**src/rtl/golf_input_conditioner.sv**
```systemverilog
// Button front end for the golf gameplay FSM: sync + debounce, pan arbitration, frame strobe, shot arming.
// Define DEBOUNCE_BYPASS_EN to replace the debouncers with the bare 2-FF synchronizers.
module golf_input_conditioner #(
  parameter int DEBOUNCE_CYCLES   = 500_000,
  parameter int FRAME_CYCLES      = 1_666_667,
  parameter int MIN_CHARGE_FRAMES = 2
) (
  input  logic       clk_in,
  input  logic       rst_in,
  input  logic       btn_hit_in,
  input  logic       btn_left_in,
  input  logic       btn_right_in,
  input  logic [2:0] gameplay_state_in,
  output logic       charging_hit,
  output logic       camera_pan_left,
  output logic       camera_pan_right,
  output logic       new_frame
);

  localparam int FR_W = $clog2(FRAME_CYCLES + 1);
  localparam int FC_W = $clog2(MIN_CHARGE_FRAMES + 1);
  localparam logic [FR_W-1:0] FR_LAST = FR_W'(FRAME_CYCLES - 1);
  localparam logic [FC_W-1:0] CHG_MIN = FC_W'(MIN_CHARGE_FRAMES);

  typedef enum logic [2:0] {WAIT_REST, LOCKOUT, READY, CHARGE, FIRED} state_t;

  // lane 0 = hit, 1 = pan left, 2 = pan right
  logic [2:0] w_raw, r_sync1, r_sync2, w_deb;
  assign w_raw = {btn_right_in, btn_left_in, btn_hit_in};

  always_ff @(posedge clk_in or posedge rst_in) begin
    if (rst_in) begin
      r_sync1 <= '0;
      r_sync2 <= '0;
    end else begin
      r_sync1 <= w_raw;
      r_sync2 <= r_sync1;
    end
  end

  for (genvar g = 0; g < 3; g++) begin : g_db
`ifdef DEBOUNCE_BYPASS_EN
    assign w_deb[g] = r_sync2[g];
`else
    localparam int DB_W = $clog2(DEBOUNCE_CYCLES + 1);
    localparam logic [DB_W-1:0] DB_LAST = DB_W'(DEBOUNCE_CYCLES - 1);
    logic [DB_W-1:0] r_cnt;
    logic            r_lvl;
    always_ff @(posedge clk_in or posedge rst_in) begin
      if (rst_in) begin
        r_cnt <= '0;
        r_lvl <= 1'b0;
      end else if (r_sync2[g] == r_lvl) begin
        r_cnt <= '0;
      end else if (r_cnt == DB_LAST) begin
        r_lvl <= r_sync2[g];
        r_cnt <= '0;
      end else begin
        r_cnt <= r_cnt + DB_W'(1);
      end
    end
    assign w_deb[g] = r_lvl;
`endif
  end

  logic r_pan_l, r_pan_r;
  always_ff @(posedge clk_in or posedge rst_in) begin
    if (rst_in) begin
      r_pan_l <= 1'b0;
      r_pan_r <= 1'b0;
    end else begin
      r_pan_l <= w_deb[1] & ~w_deb[2];
      r_pan_r <= w_deb[2] & ~w_deb[1];
    end
  end

  logic [FR_W-1:0] r_frm_cnt;
  logic            r_new_frame;
  always_ff @(posedge clk_in or posedge rst_in) begin
    if (rst_in) begin
      r_frm_cnt   <= '0;
      r_new_frame <= 1'b0;
    end else begin
      r_frm_cnt   <= (r_frm_cnt == FR_LAST) ? '0 : r_frm_cnt + FR_W'(1);
      r_new_frame <= (r_frm_cnt == FR_LAST);
    end
  end

  state_t          r_state, w_state_nxt;
  logic            r_hit_prev, w_clr_cnt, r_chg;
  logic [FC_W-1:0] r_chg_cnt;
  logic            w_hit, w_st_rest, w_st_other;
  assign w_hit      = w_deb[0];
  assign w_st_rest  = (gameplay_state_in == 3'd0);
  assign w_st_other = (gameplay_state_in > 3'd1);

  always_comb begin
    w_state_nxt = r_state;
    w_clr_cnt   = 1'b0;
    case (r_state)
      WAIT_REST: if (w_st_rest) w_state_nxt = w_hit ? LOCKOUT : READY;
      LOCKOUT: begin
        if (!w_st_rest)  w_state_nxt = WAIT_REST;
        else if (!w_hit) w_state_nxt = READY;
      end
      // a state change outranks a simultaneous press
      READY: begin
        if (!w_st_rest) begin
          w_state_nxt = WAIT_REST;
        end else if (w_hit && !r_hit_prev) begin
          w_state_nxt = CHARGE;
          w_clr_cnt   = 1'b1;
        end
      end
      CHARGE: begin
        if (w_st_other)                          w_state_nxt = WAIT_REST;
        else if (!w_hit && r_chg_cnt >= CHG_MIN) w_state_nxt = FIRED;
      end
      FIRED:   if (w_st_other) w_state_nxt = WAIT_REST;
      default: w_state_nxt = WAIT_REST;
    endcase
  end

  always_ff @(posedge clk_in or posedge rst_in) begin
    if (rst_in) begin
      r_state    <= WAIT_REST;
      r_hit_prev <= 1'b0;
      r_chg      <= 1'b0;
      r_chg_cnt  <= '0;
    end else begin
      r_state    <= w_state_nxt;
      r_hit_prev <= w_hit;
      r_chg      <= (w_state_nxt == CHARGE);
      if (w_clr_cnt)
        r_chg_cnt <= '0;
      else if (r_state == CHARGE && r_new_frame && r_chg_cnt != CHG_MIN)
        r_chg_cnt <= r_chg_cnt + FC_W'(1);
    end
  end

  assign charging_hit     = r_chg;
  assign camera_pan_left  = r_pan_l;
  assign camera_pan_right = r_pan_r;
  assign new_frame        = r_new_frame;

endmodule
```
**config.mk**
```make
export PLATFORM = sky130hd
export DESIGN_NAME = golf_input_conditioner
export DESIGN_NICKNAME = d
export VERILOG_FILES = /design/src/rtl/golf_input_conditioner.sv
export SDC_FILE = /design/constraint.sdc
export NUM_CORES = 1
export LEC_CHECK = 0
export BUFFER_PORTS_ARGS = -buffer_cell sky130_fd_sc_hd__buf_2
export CORE_ASPECT_RATIO = 1.75
export CORE_UTILIZATION = 62
export DETAILED_ROUTE_END_ITERATION = 10
export PLACE_DENSITY = 0.79
export SYNTH_ARGS = -nofsm -noshare
export SYNTH_HDL_FRONTEND = slang
export SYNTH_SLANG_ARGS = --single-unit
```
**constraint.sdc**
```tcl
create_clock -name clk_in -period 3.3 [get_ports clk_in]
set_input_delay 0 -clock clk_in [delete_from_list [all_inputs] [get_ports clk_in]]
set_output_delay 0 -clock clk_in [all_outputs]
set_load 0.02 [all_outputs]
```
== Yosys cells after proc, flatten, opt, wreduce, memory -nomap -nowiden ==
Cells that the tools add are included.
Storage, ports and cells
  input bits: 8
  register bits after elaboration: 97
Cells by class
  equality and inequality tests: 13
  mux-type cells: 22
  add/subtract/negate cells: 5
  magnitude comparators: 2
  bitwise gates (word level): 7
  reductions and logical operators: 12
Operators with widths (count)
  19-bit two-way mux: 6
  19-bit by 1-bit adder with 19-bit output (second input constant): 3
  19-bit equality test (second input constant): 3
  3-bit two-way mux: 8
  21-bit by 1-bit adder with 21-bit output (second input constant): 1
  21-bit equality test (second input constant): 1
  21-bit two-way mux: 1
  3-bit case mux with 5 select lines: 1
  3-bit by 2-bit equality test with 1-bit output (second input constant): 3
  3-bit logical NOT: 2
  2-bit two-way mux: 3
  2-bit AND reduction: 3
  1-bit inverter: 5
  1-bit logical AND: 4
  1-bit equality test: 3
  3-bit by 1-bit equality test with 1-bit output (second input constant): 1
  3-bit equality test (second input constant): 1
  3-bit by 1-bit > comparator with 1-bit output (second input constant): 1
  1-bit two-way mux: 3
  2-bit by 1-bit adder with 2-bit output (second input constant): 1
  1-bit AND: 2
  2-bit >= comparator (second input constant): 1
  1-bit logical NOT: 2
  2-bit inequality test (second input constant): 1
  2-bit nonzero test: 1

== Depth between registers and ports, before layout ==
Gate-level depths: netlist of run 1.
  depth after elaboration: 6
  depth in mapped cells: 7
  mapped depth without buffers: 6

== Worst setup path after synthesis of run 1 ==
Ideal clock, no wire load.
  kind: register -> register
  start: reg g_db[0].r_cnt[0]
  end: reg g_db[0].r_cnt[11]
  required time: 3181 ps
  buffers on the path: 2
  cell stages (with the launch flop): 8
  setup slack: 1769 ps
  arrival: 1412 ps
  path through: dfrtp_1 ha_1 nand4_1 nor3_2 or2_1 buf_2 buf_4 nor2_1
On the way
  longest elaborated chain between the ends: 3
  elaborated cells between the ends (all ways): 4
  those cells by class: add/sub (1); eq/ne (1); mux (2)
RTL lines
  start, declared: line 47  | logic [DB_W-1:0] r_cnt;
  start signal, assigned: line 59  | r_cnt <= r_cnt + DB_W'(1);
  19-bit by 1-bit adder with 19-bit output / 19-bit equality test (equally long branches): line 59, 55
  19-bit two-way mux *: line 55  | end else if (r_cnt == DB_LAST) begin
  19-bit two-way mux *: line 53  | end else if (r_sync2[g] == r_lvl) begin
Every way passes the cells marked *; elsewhere a longest branch is shown, timed or not.
A chain may end at the register's enable or synchronous reset.

== Worst setup path in the final report of run 1 ==
  start: reg r_frm_cnt[15]
  end: reg r_frm_cnt[20]
On the way
  longest elaborated chain between the ends: 2
  elaborated cells between the ends (all ways): 3
  those cells by class: add/sub (1); eq/ne (1); mux (1)
RTL lines
  start, declared: line 77  | logic [FR_W-1:0] r_frm_cnt;
  start signal, assigned: line 84  | r_frm_cnt <= (r_frm_cnt == FR_LAST) ? '0 : r_frm_cnt + FR_W'(1);
  21-bit by 1-bit adder with 21-bit output / 21-bit equality test (equally long branches): line 84
  21-bit two-way mux *: line 84
Marks and branches as above.

==> results.sh, run 1 <==
export IMPL_slowest_delay_ps=690
export IMPL_yosysMostFrequentCell="dfrtp_1"
export IMPL_startpoint="r_frm_cnt[15]$_DFF_PP0_"
export IMPL_avgSynthCellArea_um2=10.4
export IMPL_netSwitchingPower_uw=480
export IMPL_clkPwrFrac_pct=45.9
export IMPL_antenna_found_initial=0
export IMPL_syn_num_nets=448
export IMPL_grt_use_met3_pct=3.98
export IMPL_cp_start_kind="flip-flop"
export IMPL_p_per_area_mw_per_mm2=472
export IMPL_cp_required_ps=3530
export IMPL_cap_violations=0
export IMPL_ys_top_cells_by_area="dfrtp_1 (54%), nor2_1 (7.8%), xor2_1 (7.4%)"
export IMPL_worst_pin_slew_ps=883
export IMPL_initial_core_util_pct=64.7
export IMPL_drive_gt1_share_pct=10.2
export IMPL_synth_top_area_share_pct=53.9
export IMPL_grt_pass1_vias=3177
export IMPL_post_cts_setup_buffers=0
export IMPL_overflow=0
export IMPL_met2_usage_pct=43.1
export IMPL_io_buffers=11
export IMPL_cp_slowest_cell="nor4_4"
export IMPL_switching_share_pct=20.3
export IMPL_die_h_um=115
export IMPL_root_buffer="clkbuf_16"
export IMPL_rrSetupSlack_ps=1300
export IMPL_synth_common_cells="dfrtp_1 (97), nor2_1 (93), xor2_1 (38)"
export IMPL_pwr_share_comb_pct=2.7
export IMPL_synth_edf_count=0
export IMPL_worstPathCellList="nor4b_2 > nand2_1 > nor4_4 > o21ai_1 > a22o_1"
export IMPL_cts_sinks=97
export IMPL_nFillCells=492
export IMPL_ant_nets=0
export IMPL_postSynthCellCount=434
export IMPL_synth_top_area_cell="dfrtp_1"
export IMPL_pin_count=12
export IMPL_grt_max_degree=53
export IMPL_rsz0062_at_grt="no"
export IMPL_ys_flop_type="dfrtp_1"
export IMPL_clk_pin_slew_ps=60
export IMPL_core_region_area_mm2=0.00696
export IMPL_clockBufferDepth=2
export IMPL_die_area_mm2=0.00762
export IMPL_htreeDepth=3
export IMPL_intPower_mw=1.88
export IMPL_reg2regPathDepth=5
export IMPL_cts_buffers=9
export IMPL_viasPerCell=5.61
export IMPL_rows=40
export IMPL_period_minus_slack_ps=2000
export IMPL_status="finished, violations left"
export IMPL_slew_violations=0
export IMPL_routedWlPerCell_um=14.7
export IMPL_syn_to_final_growth_pct=11.0
export IMPL_reg2reg_to="r_frm_cnt[20]$_DFF_PP0_"
export IMPL_place_area_mm2=0.00463
export IMPL_irDropWorstVdd_mv=0.314
export IMPL_grt_use_met1_pct=27.4
export IMPL_ys_seq_elements=97
export IMPL_track_usage_pct=24.0
export IMPL_wl_um=8000
export IMPL_slew_headroom_pct=41.1
export IMPL_max_freq_mhz=501
export IMPL_clkLatencyLatePin_ps=340
export IMPL_routabilityCongestion=0.860
export IMPL_die_w_um=66.4
export IMPL_yosysWarningCount=0
export IMPL_p_leak_nw=2.22
export IMPL_ys_seq_area_share_pct=53.9
export IMPL_firstDrtPassIters=4
export IMPL_critical_path_class="flip-flop to flip-flop"
export IMPL_finalInstanceArea_mm2=0.00500
export IMPL_skew_ps=3.97
export IMPL_synthArstFlopShare_pct=100
export IMPL_cts_tree="done"
export IMPL_grt_busiest_layer="met2"
export IMPL_tns_ps=0
export IMPL_setup_violations=0
export IMPL_timing_hold_ws_ps=-3.04
export IMPL_power_frac_seq_pct=51.4
export IMPL_cts_resized=0
export IMPL_final_period_utilization_pct=60.5
export IMPL_cp_end_kind="flip-flop"
export IMPL_grt_pass1_wl_um=13800
export IMPL_synth_area_mm2=0.00450
export IMPL_drt_iter0_drc=179
export IMPL_diodes=0
export IMPL_holdPathStages=4
export IMPL_hold_violations=1
export IMPL_synth_cell_type_count=35
export IMPL_cp_max_fo=15
export IMPL_finalNetCount=471
export IMPL_critPathCapture="r_frm_cnt[20]$_DFF_PP0_"
export IMPL_cp_data_arrival_time_ps=2220
export IMPL_via_count=3058
export IMPL_drc=0
export IMPL_r2r_start="r_frm_cnt[15]$_DFF_PP0_"
export IMPL_hold_class="input pin to flip-flop"
export IMPL_hpwl_um=5340
export IMPL_violations="negative hold slack"
==> layer usage <==
layer / vias to the layer above / wire length, um
li1: 1502 / -
met1: 1503 / 3360
met2: 42 / 4300
met3: 11 / 177
met4: 0 / 161
met5: - / 0
==> kinds of logic after synthesis <==
family | Yosys count | synth area share (%)
XOR/XNOR | 72 | 14.0
AO/OA/AOI/OAI | 8 | 1.08
flip-flops | 97 | 53.9
buffers and inverters | 20 | 2.20
adder cells (fa/ha/maj) | 6 | 1.67
AND/OR/NAND/NOR | 228 | 26.4
multiplexers | 3 | 0.750
==> worst min-delay path by stage <==
stage                               from                    to  slack, ps
CTS                 gameplay_state_in[0]  r_state[1]$_DFF_PP0_          4
detailed placement            btn_hit_in  r_sync1[0]$_DFF_PP0_        110
global route        gameplay_state_in[0]  r_state[1]$_DFF_PP0_         10
global placement             btn_left_in  r_sync1[1]$_DFF_PP0_        110
finish              gameplay_state_in[0]  r_state[1]$_DFF_PP0_         -3
floorplan                     btn_hit_in  r_sync1[0]$_DFF_PP0_         30
==> sequential cells by signal, indices dropped and copies added, names as in the netlist <==
name,flops
g_db.r_cnt,57
r_frm_cnt,21
g_db.r_lvl,3
r_state,3
r_sync1,3
r_sync2,3
r_chg_cnt,2
camera_pan_left,1
camera_pan_right,1
charging_hit,1
new_frame,1
r_hit_prev,1
==> power by group through the flow <==
stage                     clock (mW)  combinational [mW]  sequential, mW
after floorplan                    0              0.0470            1.23
after global placement             0              0.0594            1.24
after detailed placement           0              0.0612            1.24
after CTS                       1.10              0.0664            1.21
after global routing            1.15              0.0753            1.21
final                           1.08              0.0641            1.21
==> area by class of cell <==
type,instances,area [um^2],share of cell area (%)
repair buffers,19,130,2.60
clock buffers,10,229,4.58
flip-flops and latches,97,2430,48.6
clock inverters,5,81.3,1.63
inverters,13,50.0,1.00
well taps,84,105,2.10
multi-input cells,317,1980,39.5
==> worst max-delay path: cells and delay by family, from the launching register on <==
family | cells | cell delay (ps)
flops | 1 | 430
compound gates | 2 | 350
simple gates | 3 | 1110
==> what timing repair did <==
action | in CTS | in global routing
setup endpoints to repair | 0 | 0
hold endpoints to repair | 54 | 0
hold buffers | 6 | 0
==> per-stage QoR <==
| stage | worst slack, ps | util, % | std cells | total power, mW |
|---|---|---|---|---|
| after CTS | 1300 | 71.9 | 545 | 2.38 |
| after global routing | 1060 | 71.9 | 545 | 2.44 |
| after detailed placement | 1320 | 66.5 | 524 | 1.30 |
| after global placement | 1390 | 66.5 | 524 | 1.29 |
| final | 1300 | 71.9 | 545 | 2.36 |
| after floorplan | 766 | - | 434 | 1.28 |
==> layout by cell type, fill, tap and decap left out, drive strengths merged, types with 2 or more instances in the layout <==
master / Yosys / final
nor3: 11 / 11
xor2: 38 / 38
nor4b: 6 / 6
bufinv: 0 / 2
nand4: 20 / 20
xnor2: 34 / 34
inv: 13 / 12
dfrtp: 97 / 97
nor4: 11 / 11
clkinv: 0 / 3
buf: 7 / 13
clkbuf: 0 / 10
mux2: 3 / 3
o21ai: 4 / 4
and4: 2 / 2
nor2: 93 / 93
nor2b: 3 / 3
dlygate4sd3: 0 / 6
nand2: 36 / 36
ha: 6 / 6
nand3: 30 / 30
or2: 4 / 4
and3: 7 / 7
Note: power is estimated with default switching activity, not from simulation.
==> run 2, diff against run 1 <==
Settings changed: CORE_UTILIZATION 62 to 56, PLACE_DENSITY 0.79 to 0.76.
Clock period 3.3 ns to 1.7 ns, I/O delays scaled along.
==> results.sh, run 2 (synthesis gave the netlist of run 1 again) <==
export IMPL_cts_buffers=9
export IMPL_diodes=0
export IMPL_finalInstanceArea_mm2=0.00523
export IMPL_core_region_area_mm2=0.00767
export IMPL_setup_violations=0
export IMPL_cts_tree="done"
export IMPL_skew_ps=9.04
export IMPL_routabilityCongestion=0.854
export IMPL_p_per_area_mw_per_mm2=867
export IMPL_ant_nets=0
export IMPL_antenna_found_initial=0
export IMPL_die_w_um=69.8
export IMPL_slew_headroom_pct=68.3
export IMPL_critical_path_class="flip-flop to flip-flop"
export IMPL_worst_pin_slew_ps=475
export IMPL_max_freq_mhz=599
export IMPL_cts_sinks=97
export IMPL_final_common_cell="dfrtp_1"
export IMPL_cap_violations=0
export IMPL_largest_register="g_db.r_cnt"
export IMPL_hold_violations=0
export IMPL_syn_to_final_growth_pct=16.3
export IMPL_initial_core_util_pct=58.7
export IMPL_routedWlPerCell_um=14.4
export IMPL_firstDrtPassIters=4
export IMPL_drc=0
export IMPL_viasPerCell=5.45
export IMPL_drive_gt1_share_pct=14.5
export IMPL_via_count=3074
export IMPL_die_area_mm2=0.00842
export IMPL_largest_reg_flops=57
export IMPL_status="finished, final reports clean"
export IMPL_wl_um=8110
export IMPL_reg2regPathDepth=6
export IMPL_clockBufferDepth=2
export IMPL_reg_top3="g_db.r_cnt: 57 flops, r_frm_cnt: 21 flops"
export IMPL_grt_max_degree=47
export IMPL_overflow=0
export IMPL_clk_pin_slew_ps=70
export IMPL_reg2reg_to="r_frm_cnt[20]$_DFF_PP0_"
export IMPL_final_cell_mix="dfrtp_1 (96), nor2_1 (93), xor2_1 (38), nand2_1 (36), xnor2_1 (34)"
export IMPL_htreeDepth=3
export IMPL_irDropWorstVdd_mv=0.691
export IMPL_cp_max_fo=4
export IMPL_r2r_start="r_frm_cnt[1]$_DFF_PP0_"
export IMPL_place_area_mm2=0.00478
export IMPL_rsz0062_at_grt="yes"
export IMPL_final_period_utilization_pct=98.3
export IMPL_finalNetCount=486
export IMPL_period_minus_slack_ps=1670
export IMPL_track_usage_pct=20.6
export IMPL_finish_utilization_pct=68.2
export IMPL_hpwl_um=5480
export IMPL_die_h_um=121
export IMPL_drt_iter0_drc=198
export IMPL_grt_pass1_vias=3188
export IMPL_clkLatencyLatePin_ps=340
export IMPL_slew_violations=0
export IMPL_p_leak_nw=2.36
export IMPL_io_buffers=11
export IMPL_hold_class="input pin to asynchronous set/reset pin"
export IMPL_cp_end_kind="flip-flop"
export IMPL_cp_required_ps=1920
export IMPL_root_buffer="clkbuf_16"
export IMPL_pin_count=12
export IMPL_tns_ps=0
export IMPL_rrSetupSlack_ps=30
export IMPL_grt_pass1_wl_um=13800
export IMPL_cp_start_kind="flip-flop"
export IMPL_rows=42
export IMPL_cp_data_arrival_time_ps=1890
==> run 2: cell count changes in the layout (fill, tap and decap cells not counted), sizes merged <==
cell,before,now
buf,13,27
clkbuf,10,13
clkinv,3,0
bufinv,2,1
clkinvlp,1,2
dlygate4sd3,6,7
==> run 2: worst max-delay path by stage <==
stage	from	end	slack, ps	depth (start not counted)
after floorplan	g_db[0].r_cnt[0]$_DFF_PP0_	g_db[0].r_cnt[11]$_DFF_PP0_	170	7
after global placement	r_frm_cnt[0]$_DFF_PP0_	r_frm_cnt[20]$_DFF_PP0_	90	6
after detailed placement	r_frm_cnt[0]$_DFF_PP0_	r_frm_cnt[20]$_DFF_PP0_	10	6
after CTS	r_frm_cnt[0]$_DFF_PP0_	r_frm_cnt[20]$_DFF_PP0_	50	6
after global routing	r_frm_cnt[0]$_DFF_PP0_	r_frm_cnt[20]$_DFF_PP0_	-80	6
final	r_frm_cnt[1]$_DFF_PP0_	r_frm_cnt[20]$_DFF_PP0_	30	6
==> run 2: stage by stage <==
step	instances	setup WS, ps	power, mW	hold slack [ps]
global placement	540	91.1	2.54	46.3
global route	564	-78.0	4.71	263
finish	564	29.2	4.54	228
detailed placement	540	13.5	2.54	48.7
floorplan	434	169	2.49	31.4
CTS	564	48.6	4.57	240
==> run 2: final cells by class <==
cell class              instances  area, um^2
flip-flops and latches         97        2430
fillers                       583        2440
inverters                      13        52.6
repair buffers                 34         295
clock buffers                  13         260
well taps                      88         110
multi-input cells             317        2050
clock inverters                 2        37.5
==> run 2: timing repair <==
item / 4_1_cts / 5_1_grt
setup buffers: 2 / 0
setup endpoints to repair: 1 / 51
hold buffers: 7 / 0
pin swaps: 2 / 10
gates resized for setup: 1 / 13
hold endpoints to repair: 24 / 0
==> run 2: critical path, cell delays in order, from the launching register on <==
cell and delay (ps):
dfrtp_1 350, ha_2 210, nand4_1 240, nor4_4 330, and2_4 190, o21ai_1 50
a22o_1 180
==> run 2: report_power, final <==
group,leakage (nW),internal [mW],switching (mW)
clock,0.142,1.21,0.811
sequential,1.31,2.33,0.0241
combinational,0.909,0.0631,0.0917
total,2.36,3.61,0.927
==> run 2: metal layers <==
layer / up-vias / part of all wire (%) / track usage [%]
li1: 1527 / - / -
met1: 1507 / 42 / 22.7
met3: 11 / 2.2 / 5.42
met5: - / 0 / 0
met2: 29 / 54 / 37.4
met4: 0 / 1.8 / 7.63
==> run 3, diff against run 2 <==
Settings changed: CORE_UTILIZATION 56 to 55, CTS_BUF_LIST set to sky130_fd_sc_hd__clkbuf_4 sky130_fd_sc_hd__clkbuf_8 sky130_fd_sc_hd__clkbuf_16, PLACE_DENSITY 0.76 to 0.74.
==> results.sh, run 3 (synthesis gave the netlist of run 1 again) <==
export IMPL_grt_pass1_vias=3216
export IMPL_die_area_mm2=0.00857
export IMPL_cp_slowest_cell="dfrtp_2"
export IMPL_routabilityCongestion=0.803
export IMPL_drive_gt1_share_pct=15.8
export IMPL_syn_to_final_growth_pct=17.1
export IMPL_track_usage_pct=20.3
export IMPL_hold_class="input pin to asynchronous set/reset pin"
export IMPL_cp_top_family="simple AND/OR/NAND/NOR gates"
export IMPL_place_area_mm2=0.00477
export IMPL_drc=0
export IMPL_p_leak_nw=2.38
export IMPL_overflow=0
export IMPL_finalInstanceArea_mm2=0.00527
export IMPL_worstPathCellList="ha_4 > nand4_1 > nor4_4 > buf_4 > nand4_1 > xor2_1 > nor2_1"
export IMPL_post_place_ws_ps=5.14
export IMPL_pin_count=12
export IMPL_slew_violations=0
export IMPL_worst_pin_slew_ps=497
export IMPL_routedWlPerCell_um=13.8
export IMPL_skew_ps=4.68
export IMPL_drt_iter0_drc=184
export IMPL_cts_buffers=9
export IMPL_largest_reg_flops=57
export IMPL_cts_sinks=97
export IMPL_cp_end_kind="flip-flop"
export IMPL_clk_pin_slew_ps=70
export IMPL_finalNetCount=491
export IMPL_grt_max_degree=44
export IMPL_irDropWorstVdd_mv=0.629
export IMPL_hold_violations=0
export IMPL_io_buffers=11
export IMPL_nFillCells=589
export IMPL_path_buf_inv=1
export IMPL_cp_start_kind="flip-flop"
export IMPL_core_region_area_mm2=0.00791
export IMPL_via_count=3153
export IMPL_rsz0062_at_grt="yes"
export IMPL_final_common_cell="dfrtp_1"
export IMPL_final_cells=572
export IMPL_status="finished, final reports clean"
export IMPL_final_period_utilization_pct=99.8
export IMPL_largest_register="g_db.r_cnt"
export IMPL_ant_nets=0
export IMPL_final_cell_mix="dfrtp_1 (95), nor2_1 (93), xor2_1 (38), nand2_1 (36), xnor2_1 (34)"
export IMPL_slowest_delay_ps=410
export IMPL_slew_headroom_pct=66.8
export IMPL_finalWorstSetupSlack_ps=3.62
export IMPL_setup_violations=0
export IMPL_startpoint="r_frm_cnt[0]$_DFF_PP0_"
export IMPL_grt_pass1_wl_um=13700
export IMPL_firstDrtPassIters=4
export IMPL_htreeDepth=3
export IMPL_initial_core_util_pct=56.9
export IMPL_tns_ps=0
export IMPL_cpMostUsedCell="nand4_1"
export IMPL_rrSetupSlack_ps=4
export IMPL_wl_um=7880
export IMPL_viasPerCell=5.51
export IMPL_timing_hold_ws_ps=234
export IMPL_clockBufferDepth=2
export IMPL_reg_top3="g_db.r_cnt: 57 flops, r_frm_cnt: 21 flops"
export IMPL_max_freq_mhz=589
export IMPL_cp_required_ps=1930
export IMPL_hpwl_um=5420
export IMPL_rows=43
export IMPL_diodes=0
export IMPL_critical_path_class="flip-flop to flip-flop"
export IMPL_finish_utilization_pct=66.7
export IMPL_clkLatencyLatePin_ps=340
export IMPL_die_h_um=122
export IMPL_r2r_start="r_frm_cnt[0]$_DFF_PP0_"
export IMPL_period_minus_slack_ps=1700
export IMPL_power_mw=4.66
export IMPL_die_w_um=70.4
export IMPL_cap_violations=0
export IMPL_antenna_found_initial=0
export IMPL_p_per_area_mw_per_mm2=884
export IMPL_cp_max_fo=3
export IMPL_root_buffer="clkbuf_16"
export IMPL_cts_tree="done"
export IMPL_cp_data_arrival_time_ps=1930
export IMPL_numPlacedInstances=542
run 3: changes by cell type in the layout (fill, tap and decap cells not counted), sizes merged:
cell	previous run	this run
clkinvlp	2	1
inv	12	13
clkbuf	13	11
dlygate4sd3	7	8
clkinv	0	2
bufinv	1	2
buf	27	31
run 3: worst reg2reg max path, delay by kind of cell, from the launching register on:
kind | cells | cell delay [ps]
and+or+nand+nor | 4 | 720
DFF | 1 | 410
adders and majority gates | 1 | 160
buffers and inverters | 1 | 160
xor gates and xnor gates | 1 | 150
run 3: final cells by class:
| cell class | count | area [um^2] | area share [%] |
|---|---|---|---|
| Clock inverter | 5 | 78.8 | 1.50 |
| Timing Repair Buffer | 39 | 323 | 6.12 |
| Tap cell | 90 | 113 | 2.14 |
| Sequential cell | 97 | 2430 | 46.1 |
| Clock buffer | 11 | 240 | 4.56 |
| Inverter | 13 | 52.6 | 0.997 |
| Multi-Input combinational cell | 317 | 2040 | 38.6 |
run 3: layer usage:
metal / part of all wire, % / track usage [%]
met1: 41 / 22.7
met2: 55 / 36.3
met3: 2.2 / 4.14
met4: 2.0 / 9.75
met5: 0 / 0
run 3: timing repair:
item                                    in CTS  in global routing
pin swaps                                    0                  8
endpoints found under the setup margin       2                 36
hold endpoints to repair                    25                  0
hold buffers                                 8                  0
setup buffers                                0                  6
gates resized for setup                      1                 11
run 3: power by group:
group	internal, mW	total (mW)	switching (mW)	leakage, nW
clock network	1.32	2.15	0.830	0.161
registers	2.33	2.36	0.0221	1.31
logic	0.0608	0.151	0.0900	0.913
total	3.72	4.66	0.943	2.38
run 3: path summary, 6_finish.rpt:
| path | to | cells past startpoint |
|---|---|---|
| setup / recovery | r_frm_cnt[16]$_DFF_PP0_ | 7 |
| hold / removal | g_db[0].r_cnt[12]$_DFF_PP0_ | 3 |
| setup reg to reg | r_frm_cnt[16]$_DFF_PP0_ | 7 |
| hold reg to reg | r_sync2[0]$_DFF_PP0_ | 0 |
| max in group asynchronous | r_sync1[2]$_DFF_PP0_ | 4 |
| min in group clk_in | r_sync1[0]$_DFF_PP0_ | 2 |
